## config.mk

```make
export PLATFORM = sky130hd
export DESIGN_NAME = neureka_binconv_pe_accum_flat
export DESIGN_NICKNAME = d
export VERILOG_FILES = /design/src/rtl/neureka_package.sv /design/src/rtl/neureka_binconv_pe_accum_if.sv /design/src/rtl/neureka_accum_lane.sv /design/src/rtl/neureka_binconv_pe_accum.sv /design/src/flat_wrapper.sv
export SDC_FILE = /design/constraint.sdc
export NUM_CORES = 1
export LEC_CHECK = 0
export ABC_CLOCK_PERIOD_IN_PS = 4700
export BUFFER_PORTS_ARGS = -buffer_cell sky130_fd_sc_hd__buf_2
export CAP_MARGIN = 20
export CELL_PAD_IN_SITES_DETAIL_PLACEMENT = 0
export CELL_PAD_IN_SITES_GLOBAL_PLACEMENT = 2
export CORE_MARGIN = 4
export CORE_UTILIZATION = 32
export CTS_CLUSTER_DIAMETER = 120
export DETAILED_ROUTE_END_ITERATION = 16
export GPL_ROUTABILITY_DRIVEN = 0
export PLACE_DENSITY_LB_ADDON = 0.1
export SLEW_MARGIN = 20
export SYNTH_ARGS = -nofsm -noshare
export SYNTH_HDL_FRONTEND = slang
export SYNTH_SLANG_ARGS = --single-unit
```

## constraint.sdc

```tcl
create_clock -name clk_i -period 4.7 [get_ports clk_i]
set_input_delay 0.94 -clock clk_i [delete_from_list [all_inputs] [get_ports clk_i]]
set_output_delay 0.94 -clock clk_i [all_outputs]
set_load 0.02 [all_outputs]
```

## src/rtl/neureka_package.sv

```systemverilog
// rtl/neureka_package.sv - shared types and defaults for the binconv PE accumulator
package neureka_package;

  localparam int N_COL_DEF  = 4;
  localparam int COL_W_DEF  = 22;
  localparam int PASS_W_DEF = 4;

  typedef enum logic [1:0] {
    IDLE  = 2'd0,
    ACCUM = 2'd1,
    EMIT  = 2'd2
  } state_e;

  // Accumulator width: lane growth from the N_COL reduction plus up to 2^PASS_W beats.
  function automatic int out_width(input int n_col, input int col_w, input int pass_w);
    return col_w + $clog2(n_col) + pass_w;
  endfunction

endpackage

```

## src/rtl/neureka_binconv_pe_accum_if.sv

```systemverilog
// rtl/neureka_binconv_pe_accum_if.sv - column input stream and pointwise/depthwise output streams
interface neureka_binconv_pe_accum_if
  import neureka_package::*;
#(
  parameter int N_COL = N_COL_DEF,
  parameter int COL_W = COL_W_DEF,
  parameter int OUT_W = out_width(N_COL_DEF, COL_W_DEF, PASS_W_DEF)
);

  logic                   col_valid_i;
  logic                   col_ready_o;
  logic [N_COL*COL_W-1:0] col_data_i;
  logic [N_COL-1:0]       col_en_i;
  logic                   pw_valid_o;
  logic                   pw_ready_i;
  logic [OUT_W-1:0]       pw_data_o;
  logic                   dw_valid_o;
  logic                   dw_ready_i;
  logic [N_COL*OUT_W-1:0] dw_data_o;

  modport slave (
    input  col_valid_i, col_data_i, col_en_i, pw_ready_i, dw_ready_i,
    output col_ready_o, pw_valid_o, pw_data_o, dw_valid_o, dw_data_o
  );

  modport master (
    output col_valid_i, col_data_i, col_en_i, pw_ready_i, dw_ready_i,
    input  col_ready_o, pw_valid_o, pw_data_o, dw_valid_o, dw_data_o
  );

endinterface

```

## src/rtl/neureka_accum_lane.sv

```systemverilog
// rtl/neureka_accum_lane.sv - one column lane: mask, sign-extend and accumulate
module neureka_accum_lane
  import neureka_package::*;
#(
  parameter int COL_W = COL_W_DEF,
  parameter int OUT_W = out_width(N_COL_DEF, COL_W_DEF, PASS_W_DEF)
) (
  input  logic             clk_i,
  input  logic             rst_ni,
  input  logic             clear_i,
  input  logic             load_i,
  input  logic             first_i,
  input  logic             en_i,
  input  logic [COL_W-1:0] data_i,
  output logic [OUT_W-1:0] ext_o,
  output logic [OUT_W-1:0] sum_o
);

  logic [OUT_W-1:0] acc_q, acc_d;

  assign ext_o = en_i ? {{(OUT_W-COL_W){data_i[COL_W-1]}}, data_i} : '0;

  // The first beat of a group starts from zero rather than the stale group total.
  assign sum_o = (first_i ? '0 : acc_q) + ext_o;

  always_comb begin
    acc_d = acc_q;
    if (clear_i) begin
      acc_d = '0;
    end else if (load_i) begin
      acc_d = sum_o;
    end
  end

  always_ff @(posedge clk_i or negedge rst_ni) begin
    if (!rst_ni) begin
      acc_q <= '0;
    end else begin
      acc_q <= acc_d;
    end
  end

endmodule

```

## src/rtl/neureka_binconv_pe_accum.sv

```systemverilog
// rtl/neureka_binconv_pe_accum.sv - binconv PE accumulator with pointwise reduce and depthwise per-lane outputs
module neureka_binconv_pe_accum
  import neureka_package::*;
#(
  parameter  int N_COL  = N_COL_DEF,
  parameter  int COL_W  = COL_W_DEF,
  parameter  int PASS_W = PASS_W_DEF,
  localparam int OUT_W  = out_width(N_COL, COL_W, PASS_W)
) (
  input  logic                    clk_i,
  input  logic                    rst_ni,
  input  logic                    clear_i,
  input  logic                    enable_i,
  input  logic                    mode_dw_i,
  input  logic [PASS_W-1:0]       n_pass_i,
  input  logic [OUT_W-1:0]        padding_i,
  output logic                    busy_o,
  neureka_binconv_pe_accum_if.slave bus
);

  state_e                      state_q, state_d;
  logic                        in_group_q, in_group_d;
  logic [PASS_W-1:0]           cnt_q, cnt_d;
  logic [PASS_W-1:0]           npass_q, npass_d;
  logic                        mode_q, mode_d;
  logic [OUT_W-1:0]            pw_acc_q, pw_acc_d;
  logic                        pw_valid_q, pw_valid_d;
  logic                        dw_valid_q, dw_valid_d;
  logic [OUT_W-1:0]            pw_data_q, pw_data_d;
  logic [N_COL-1:0][OUT_W-1:0] dw_data_q, dw_data_d;

  logic                        first_beat, mode_eff, final_beat;
  logic [PASS_W-1:0]           npass_eff;
  logic                        out_pend, out_fire, cur_ready, col_ready, accept;
  logic [N_COL-1:0][OUT_W-1:0] lane_ext, lane_sum;
  logic [OUT_W-1:0]            pw_beat, pw_sum;

  // The first beat of a group sees its own mode/length; later beats use the latched copy.
  assign first_beat = !in_group_q;
  assign mode_eff   = first_beat ? mode_dw_i : mode_q;
  assign npass_eff  = first_beat ? n_pass_i : npass_q;
  assign final_beat = (cnt_q == npass_eff);

  assign out_pend  = pw_valid_q | dw_valid_q;
  assign out_fire  = (pw_valid_q & bus.pw_ready_i) | (dw_valid_q & bus.dw_ready_i);
  assign cur_ready = pw_valid_q ? bus.pw_ready_i : bus.dw_ready_i;

  // A final beat may only land when the output register is free or draining this cycle.
  assign col_ready = !(final_beat && out_pend && !cur_ready);
  assign accept    = bus.col_valid_i && col_ready && !clear_i;

  for (genvar k = 0; k < N_COL; k++) begin : g_lane
    neureka_accum_lane #(
      .COL_W (COL_W),
      .OUT_W (OUT_W)
    ) u_lane (
      .clk_i   (clk_i),
      .rst_ni  (rst_ni),
      .clear_i (clear_i),
      .load_i  (accept),
      .first_i (first_beat),
      .en_i    (bus.col_en_i[k]),
      .data_i  (bus.col_data_i[k*COL_W +: COL_W]),
      .ext_o   (lane_ext[k]),
      .sum_o   (lane_sum[k])
    );
  end

  always_comb begin
    pw_beat = '0;
    for (int k = 0; k < N_COL; k++) begin
      pw_beat = pw_beat + lane_ext[k];
    end
  end

  assign pw_sum = (first_beat ? '0 : pw_acc_q) + pw_beat;

  always_comb begin
    in_group_d = in_group_q;
    cnt_d      = cnt_q;
    mode_d     = mode_q;
    npass_d    = npass_q;
    pw_acc_d   = pw_acc_q;
    if (accept) begin
      if (first_beat) begin
        mode_d  = mode_dw_i;
        npass_d = n_pass_i;
      end
      in_group_d = !final_beat;
      cnt_d      = final_beat ? '0 : cnt_q + 1'b1;
      pw_acc_d   = pw_sum;
    end
    if (clear_i) begin
      in_group_d = 1'b0;
      cnt_d      = '0;
      pw_acc_d   = '0;
    end
  end

  always_comb begin
    pw_valid_d = pw_valid_q;
    dw_valid_d = dw_valid_q;
    pw_data_d  = pw_data_q;
    dw_data_d  = dw_data_q;
    if (pw_valid_q && bus.pw_ready_i) pw_valid_d = 1'b0;
    if (dw_valid_q && bus.dw_ready_i) dw_valid_d = 1'b0;
    if (accept && final_beat) begin
      if (mode_eff) begin
        dw_valid_d = 1'b1;
        for (int k = 0; k < N_COL; k++) begin
          dw_data_d[k] = enable_i ? lane_sum[k] : padding_i;
        end
      end else begin
        pw_valid_d = 1'b1;
        pw_data_d  = enable_i ? pw_sum : padding_i;
      end
    end
    if (clear_i) begin
      pw_valid_d = 1'b0;
      dw_valid_d = 1'b0;
      pw_data_d  = '0;
      dw_data_d  = '0;
    end
  end

  always_comb begin
    state_d = state_q;
    unique case (state_q)
      IDLE:    if (accept) state_d = final_beat ? EMIT : ACCUM;
      ACCUM:   if (accept && final_beat) state_d = EMIT;
      EMIT: begin
        if (accept && final_beat) begin
          state_d = EMIT;
        end else if (out_fire) begin
          state_d = (in_group_q || accept) ? ACCUM : IDLE;
        end
      end
      default: state_d = IDLE;
    endcase
    if (clear_i) state_d = IDLE;
  end

  always_ff @(posedge clk_i or negedge rst_ni) begin
    if (!rst_ni) begin
      state_q    <= IDLE;
      in_group_q <= 1'b0;
      cnt_q      <= '0;
      npass_q    <= '0;
      mode_q     <= 1'b0;
      pw_acc_q   <= '0;
      pw_valid_q <= 1'b0;
      dw_valid_q <= 1'b0;
      pw_data_q  <= '0;
      dw_data_q  <= '0;
    end else begin
      state_q    <= state_d;
      in_group_q <= in_group_d;
      cnt_q      <= cnt_d;
      npass_q    <= npass_d;
      mode_q     <= mode_d;
      pw_acc_q   <= pw_acc_d;
      pw_valid_q <= pw_valid_d;
      dw_valid_q <= dw_valid_d;
      pw_data_q  <= pw_data_d;
      dw_data_q  <= dw_data_d;
    end
  end

  assign bus.col_ready_o = col_ready;
  assign bus.pw_valid_o  = pw_valid_q;
  assign bus.pw_data_o   = pw_data_q;
  assign bus.dw_valid_o  = dw_valid_q;
  assign bus.dw_data_o   = dw_data_q;
  assign busy_o          = (state_q != IDLE);

endmodule
```

## src/flat_wrapper.sv

```systemverilog
// flat-port wrapper written by rule: the top's interface ports become plain ports
module neureka_binconv_pe_accum_flat import neureka_package::*;
#(
  parameter  int N_COL  = N_COL_DEF,
  parameter  int COL_W  = COL_W_DEF,
  parameter  int PASS_W = PASS_W_DEF,
  localparam int OUT_W  = out_width(N_COL, COL_W, PASS_W)
)
  (clk_i, rst_ni, clear_i, enable_i, mode_dw_i, n_pass_i, padding_i, busy_o, bus_col_valid_i, bus_col_data_i, bus_col_en_i, bus_pw_ready_i, bus_dw_ready_i, bus_col_ready_o, bus_pw_valid_o, bus_pw_data_o, bus_dw_valid_o, bus_dw_data_o);
  neureka_binconv_pe_accum_if #(.N_COL(N_COL), .COL_W(COL_W)) bus_i ();
  input  logic clk_i;
  input  logic rst_ni;
  input  logic clear_i;
  input  logic enable_i;
  input  logic mode_dw_i;
  input  logic [PASS_W-1:0] n_pass_i;
  input  logic [OUT_W-1:0] padding_i;
  output logic busy_o;
  input wire logic [$bits(bus_i.col_valid_i)-1:0] bus_col_valid_i;
  input wire logic [$bits(bus_i.col_data_i)-1:0] bus_col_data_i;
  input wire logic [$bits(bus_i.col_en_i)-1:0] bus_col_en_i;
  input wire logic [$bits(bus_i.pw_ready_i)-1:0] bus_pw_ready_i;
  input wire logic [$bits(bus_i.dw_ready_i)-1:0] bus_dw_ready_i;
  output wire logic [$bits(bus_i.col_ready_o)-1:0] bus_col_ready_o;
  output wire logic [$bits(bus_i.pw_valid_o)-1:0] bus_pw_valid_o;
  output wire logic [$bits(bus_i.pw_data_o)-1:0] bus_pw_data_o;
  output wire logic [$bits(bus_i.dw_valid_o)-1:0] bus_dw_valid_o;
  output wire logic [$bits(bus_i.dw_data_o)-1:0] bus_dw_data_o;
  assign bus_i.col_valid_i = bus_col_valid_i;
  assign bus_i.col_data_i = bus_col_data_i;
  assign bus_i.col_en_i = bus_col_en_i;
  assign bus_i.pw_ready_i = bus_pw_ready_i;
  assign bus_i.dw_ready_i = bus_dw_ready_i;
  assign bus_col_ready_o = bus_i.col_ready_o;
  assign bus_pw_valid_o = bus_i.pw_valid_o;
  assign bus_pw_data_o = bus_i.pw_data_o;
  assign bus_dw_valid_o = bus_i.dw_valid_o;
  assign bus_dw_data_o = bus_i.dw_data_o;
  neureka_binconv_pe_accum #(.N_COL(N_COL), .COL_W(COL_W), .PASS_W(PASS_W)) u_core (.clk_i(clk_i), .rst_ni(rst_ni), .clear_i(clear_i), .enable_i(enable_i), .mode_dw_i(mode_dw_i), .n_pass_i(n_pass_i), .padding_i(padding_i), .busy_o(busy_o), .bus(bus_i));
endmodule
```

==> results of run 1 <==
## sequential cells by signal (all words and copies together) (netlist names)
| register | cells |
|---|---|
| u_core.mode_q | 1 |
| u_core.npass_q | 4 |
| u_core.g_lane.u_lane.acc_q | 112 |
| u_core.bus.dw_valid_o | 1 |
| u_core.bus.dw_data_o | 112 |
| u_core.bus.pw_valid_o | 1 |
| u_core.bus.pw_data_o | 28 |
| u_core.state_q | 2 |
| u_core.pw_acc_q | 28 |
| u_core.in_group_q | 1 |
| u_core.cnt_q | 4 |
## power groups by stage
stage	Sequential (W)	Combinational, W	Clock [W]
floorplan	0.00281	0.00165	0
global placement	0.00283	0.00280	0
detailed placement	0.00283	0.00282	0
CTS	0.00279	0.00297	0.00329
global route	0.00281	0.00343	0.00340
finish	0.00279	0.00313	0.00321
## worst reg2reg max path, cell delays in order, from the launching register on
cell and delay (ns):
dfrtp_4 0.67, buf_4 0.30, and2_1 0.16, ha_1 0.21, inv_1 0.08, fa_1 0.21
nor2b_1 0.05, o21a_1 0.18, o21ai_0 0.26, a21oi_1 0.19, o21ai_1 0.31, a31oi_1 0.14
buf_4 0.18, o31a_1 0.28, a311oi_1 0.49, a221o_1 0.28, a21oi_1 0.07
## metal layers
layer	vias to the layer above	track usage	share of wire	wire, µm
met3	95	0.0445	0.063	6080
li1	10200	-	-	-
met2	632	0.389	0.44	42500
met5	-	0	0	0
met1	10800	0.369	0.48	46000
met4	0	0.0544	0.022	2100
## stage by stage
step,util,setup WS [ns],instance area [µm²]
finish,0.404,-0.00468,28300
global route,0.403,-0.153,28300
CTS,0.400,0.00949,28100
detailed placement,0.377,-0.857,26400
global placement,0.377,-0.852,26400
floorplan,-,-0.613,22800
## cells in the final DEF (no fill, tap or decap), drive strengths merged, types with 67 or more instances in the layout
master and instances:
a211oi 72, xnor2 106, inv 142, nand2 388, a21oi 271, nor2 180, dfrtp 294, ha 139
buf 506, a21o 67, o21ai 172, and2 188
## final cells by class
| cell class | count | area (µm²) |
|---|---|---|
| Fill cell | 7318 | 41800 |
| Clock buffer | 59 | 1170 |
| Tap cell | 940 | 1180 |
| Sequential cell | 294 | 7360 |
| Inverter | 143 | 537 |
| Multi-Input combinational cell | 2128 | 14600 |
| Clock inverter | 15 | 171 |
| Timing Repair Buffer | 506 | 3290 |
| Antenna cell | 1 | 2.50 |
## how the worst min path moves through the flow
stage	depth (start not counted)	to	slack (ns)
after detailed placement	2	u_core.g_lane[2].u_lane.acc_q[24]$_DFFE_PN0P_	0.46
after CTS	1	u_core.bus.dw_data_o[31]$_DFFE_PN0P_	0.41
after global routing	1	u_core.bus.dw_data_o[31]$_DFFE_PN0P_	0.44
after global placement	2	u_core.g_lane[2].u_lane.acc_q[24]$_DFFE_PN0P_	0.45
after floorplan	2	u_core.g_lane[2].u_lane.acc_q[24]$_DFFE_PN0P_	0.43
final	1	u_core.g_lane[1].u_lane.acc_q[3]$_DFFE_PN0P_	0.41
## what timing repair did
action / CTS / global route
cloned: 0 / 0
setup endpoints to repair: 21 / 21
pin swaps: 34 / 34
resized for setup: 51 / 51
setup buffers: 9 / 6
## logic make-up (layout without fill, tap and decap cells)
| family | count (synthesis) | count (layout) | synth area share |
|---|---|---|---|
| AOI/OAI and AO/OA | 816 | 816 | 0.227 |
| xor gates and xnor gates | 150 | 150 | 0.0579 |
| adders and majority gates | 204 | 204 | 0.134 |
| buffers and inverters | 307 | 723 | 0.0540 |
| DFF | 294 | 294 | 0.324 |
| muxes | 14 | 14 | 0.00645 |
| other | 0 | 1 | 0 |
| and+or+nand+nor | 944 | 944 | 0.196 |
==> impl_metrics.toml, run 1 <==
[global_route]
antenna_found_initial = 2
overflow = 0
grt_pass1_wl_mm = 143
grt_usage = 0.252
grt_max_degree = 134
grt_pass1_vias = 21800

[cts]
cts.sinks = 294
cts_root_buf = "clkbuf_16"
clkTransAtPathRegs_ns = 0.06
cts_inserted_buffers = 41
cts_buffer_depth = 3
cts_max_level = 2
clkLatencyLatePin_ns = 0.57
cts_tree = "yes"
ctsHoldBuffers = 0

[synth]
synth-seq-area-share = 0.324
synth.cell_area_um2 = 22700
postSynthNetCount = 3065
ys_ff_latch = 294
syn_inst = 2729
synth.largest_area_cell = "dfrtp_1"
synth-edff-count = 0
ys_warn_count = 0
synth.most_common_cell = "nand2_1"
yosys-top-cells-count = "nand2_1, dfrtp_1, a21oi_1, and2_1, nor2_1"
async_reset_ff_frac = 1.00
ys.flop_type = "dfrtp_1"
synth_cell_types = 79
yosys-top-cells-area = "dfrtp_1, ha_1, nand2_1, a21oi_1, fa_1"
yosysTopAreaCellShare = 0.324
postSynthAreaPerCell_um2 = 8.32

[detailed_routing]
wire_per_inst_um = 23.7
via_count = 21800
routed_wl_mm = 96.7
via_per_inst = 5.33
antenna_left = 0
first_iter_violations = 1525
drc_errors = 0
dr.pass1.iters = 5

[setup_path]
start_kind = "primary input"
worstReg2RegEnd = "u_core.bus.dw_data_o[106]$_DFFE_PN0P_"
worstSetupPathType = "primary input to register"
crit_path_end = "u_core.pw_acc_q[27]$_DFFE_PN0P_"
path_depth = 21
crit_required_ns = 5.14
critPathMaxFanout = 4
critPathMaxStageDelay_ns = 0.45
worstSetupEndpointType = "register"
crit_family = "adder cells"
r2r-start = "u_core.in_group_q$_DFFE_PN0P_"
cp_slowest_cell = "fa_1"
r2r_slack_ns = 0.50
cp.arrival_ns = 5.15
path_buf_inv = 5
startpoint = "bus_col_en_i[2]"
reg2regPathDepth = 16
path_cells = "buf_12 -> buf_8 -> and2_4 -> fa_2 -> inv_2 -> fa_1 -> fa_1 -> inv_1 -> ha_2 -> inv_2 -> fa_2 -> nor2b_4 -> o2111ai_2 -> a211o_1 -> a21oi_4 -> a41oi_2 -> o31a_1 -> o21bai_1 -> a21oi_1 -> xnor2_1 -> o21ai_1"

[die]
design.core.area_um2 = 70100
ioPinCount = 276
die_w_um = 274
rows = 97
die_area_um2 = 75200
die_h_um = 274
start_util = 0.323

[sta]
fin_crit_sh = 1.00
min_period_ns = 4.70
rsz0062_at_grt = "yes"
clock_skew_ns = 0.0265
slew_violations = 0
fmax_mhz = 213
setup_viol_count_final = 1
finalSetupTns_ns = -0.00468
setup_ws_ns = -0.00468
max_slew.worst_pin.slew_ns = 1.13
final_hold_viol_count = 0
fin_hold_ws_ns = 0.412
maxSlewHeadroom = 0.243

[flow_run]
drv_cap = 0

[cells_and_area]
drive_above_1_share = 0.224
layout.cells.non_filler = 4086
area_delta_synth_final_pct = 24.7
num-nets-final = 3450

[run_status]
status = "finished with violations"
violations = "negative setup slack"

[pwr]
seqPwrFrac = 0.306
finalPower_w = 0.00913
p_leak_nw = 13.9
p_sw_w = 0.00318
pwr-share-comb = 0.343
p_per_area_nw_per_um2 = 322
irDropWorstVdd_v = 0.000202
netSwitchingFraction = 0.349
pwr-share-clk = 0.351
p_int_w = 0.00594

[worst_hold_path]
hp-class = "primary input to async pin"

[placement]
placed_cells = 3996
io_buffer_count = 275
hpwl_mm = 71.0
No activity file was read; power rests on OpenSTA's default activity.
==> run 2, diff against run 1 <==
==> constraint.sdc (replaced) <==
create_clock -name clk_i -period 4.7 [get_ports clk_i]
set_input_delay 0.235 -clock clk_i [delete_from_list [all_inputs] [get_ports clk_i]]
set_output_delay 0.235 -clock clk_i [all_outputs]
set_load 0.02 [all_outputs]
==> run 2 against run 1 <==
  * The flow now finishes without violations
  * Highest routed layer unchanged
  * Total power is 5.7% lower
  * Utilization down 1.3 points
  * Final cell count shrank 1.5%
  * Combinational power down 16%
==> impl_metrics.toml, run 2 (synthesis results as in run 1) <==
[cells_and_area]
final_cell_mix = "nand2_1, dfrtp_1, buf_2"
diodes = 0
stdcell_area_um2 = 27400
area_delta_synth_final_pct = 20.8
num-nets-final = 3391
final_common_cell = "nand2_1"
drive_above_1_share = 0.180

[setup_path]
critPathMaxFanout = 7
crit_required_ns = 5.11
start_kind = "primary input"
cp_slowest_cell = "fa_1"
cp.arrival_ns = 4.78
path_cells = "buf_2 -> buf_4 -> nand2_1 -> xnor2_1 -> ha_1 -> a31o_2 -> fa_1 -> inv_1 -> fa_1 -> inv_1 -> ha_1 -> o21a_1 -> o21ai_0 -> a211oi_1 -> a21oi_1 -> o21ai_0 -> nand3_1 -> o21ai_0 -> xor2_1 -> a211oi_1 -> nor3_1"
worstSetupPathType = "primary input to register"
critPathMostFrequentCell = "o21ai_0"
worstSetupEndpointType = "register"
critPathMaxStageDelay_ns = 0.57

[sta]
clock_skew_ns = 0.0189
min_period_ns = 4.36
fin_hold_ws_ns = 0.110
setup_viol_count_final = 0
slew_violations = 0
max_slew.worst_pin.slew_ns = 1.05
maxSlewHeadroom = 0.300
fin_crit_sh = 0.929
rsz0062_at_grt = "no"
final_hold_viol_count = 0
finalSetupTns_ns = 0
setup_ws_ns = 0.335
fmax_mhz = 229

[pwr]
finalPower_w = 0.00861
irDropWorstVdd_v = 0.000205
p_per_area_nw_per_um2 = 314
p_leak_nw = 13.5

[detailed_routing]
wire_per_inst_um = 23.9
antenna_left = 0
drc_errors = 0
via_per_inst = 5.35
first_iter_violations = 1575
via_count = 21500
routed_wl_mm = 96.1
dr.pass1.iters = 5

[cts]
clkLatencyLatePin_ns = 0.58
cts_buffer_depth = 3
cts-resized-gates = 0
cts_max_level = 2
cts_tree = "yes"
cts.sinks = 294
cts_inserted_buffers = 40
clkTransAtPathRegs_ns = 0.06
cts_root_buf = "clkbuf_16"

[die]
rows = 97
die_w_um = 274
design.core.area_um2 = 70100
start_util = 0.323
ioPinCount = 276
die_area_um2 = 75200
die_h_um = 274

[global_route]
antenna_found_initial = 3
grt_usage = 0.252
grt_pass1_vias = 21700
grt_max_degree = 118
overflow = 0
grt_pass1_wl_mm = 143

[placement]
io_buffer_count = 275
place_area_um2 = 26000
pre_cts_ws_ns = -0.197
hpwl_mm = 72.0

[run_status]
status = "finished clean"

[flow_run]
drv_cap = 0

[worst_hold_path]
hp-class = "primary input to register"
run 2: changes by cell type in the layout (fill, tap and decap cells not counted), sizes merged:
cell / previous run / this run
diode: 1 / 0
buf: 506 / 435
clkinv: 12 / 9
dlygate4sd3: 0 / 13
clkinvlp: 1 / 2
run 2: per-stage QoR:
stage                     instances   util
after floorplan                2729      -
after global placement         3940  0.370
after detailed placement       3940  0.370
after CTS                      4025  0.391
after global routing           4025  0.391
final                          4025  0.391
run 2: what timing repair did:
item	4_1_cts	5_1_grt
buffers inserted	0	0
hold endpoints to repair	88	0
hold buffers	13	0
setup endpoints to repair	0	0
run 2: worst max-delay path: cells and delay by family:
| kind | cells | cell delay (ns) |
|---|---|---|
| AO/OA/AOI/OAI | 8 | 1.91 |
| adder cells (fa/ha/maj) | 4 | 1.53 |
| buffers and inverters | 4 | 0.48 |
| AND/OR/NAND/NOR | 3 | 0.34 |
| XOR/XNOR | 2 | 0.28 |
run 2: final cells by class:
class | count | area, µm²
timing repair buffer | 448 | 2860
fill | 7400 | 42700
clock inverter | 13 | 145
clock buffer | 59 | 1180
sequential | 294 | 7360
inverter | 143 | 537
multi-input combinational | 2128 | 14200
tap | 940 | 1180
run 2: power breakdown:
group	internal (W)	switching, W
combinational	0.00103	0.00160
clock	0.00190	0.00129
sequential	0.00268	0.000104
run 2: per-layer routing:
layer / track usage / routed length (µm) / vias to the layer above
li1: - / - / 10100
met1: 0.378 / 47000 / 10700
met2: 0.387 / 41800 / 587
met3: 0.0342 / 5400 / 93
met4: 0.0535 / 1880 / 0
met5: 0 / 0 / -
run 2: final timing paths:
| path | startpoint | to | slack [ns] | cells past startpoint |
|---|---|---|---|---|
| max | bus_col_en_i[2] | u_core.bus.pw_data_o[24]$_DFFE_PN0P_ | 0.34 | 21 |
| min | padding_i[11] | u_core.bus.pw_data_o[11]$_DFFE_PN0P_ | 0.11 | 3 |
| min reg2reg | u_core.g_lane[2].u_lane.acc_q[24]$_DFFE_PN0P_ | u_core.g_lane[2].u_lane.acc_q[24]$_DFFE_PN0P_ | 0.46 | 2 |
| max in group asynchronous | rst_ni | u_core.in_group_q$_DFFE_PN0P_ | 3.12 | 3 |
| max reg2reg | u_core.in_group_q$_DFFE_PN0P_ | u_core.bus.dw_data_o[106]$_DFFE_PN0P_ | 0.45 | 13 |
| min in group asynchronous | rst_ni | u_core.g_lane[2].u_lane.acc_q[5]$_DFFE_PN0P_ | 0.23 | 2 |
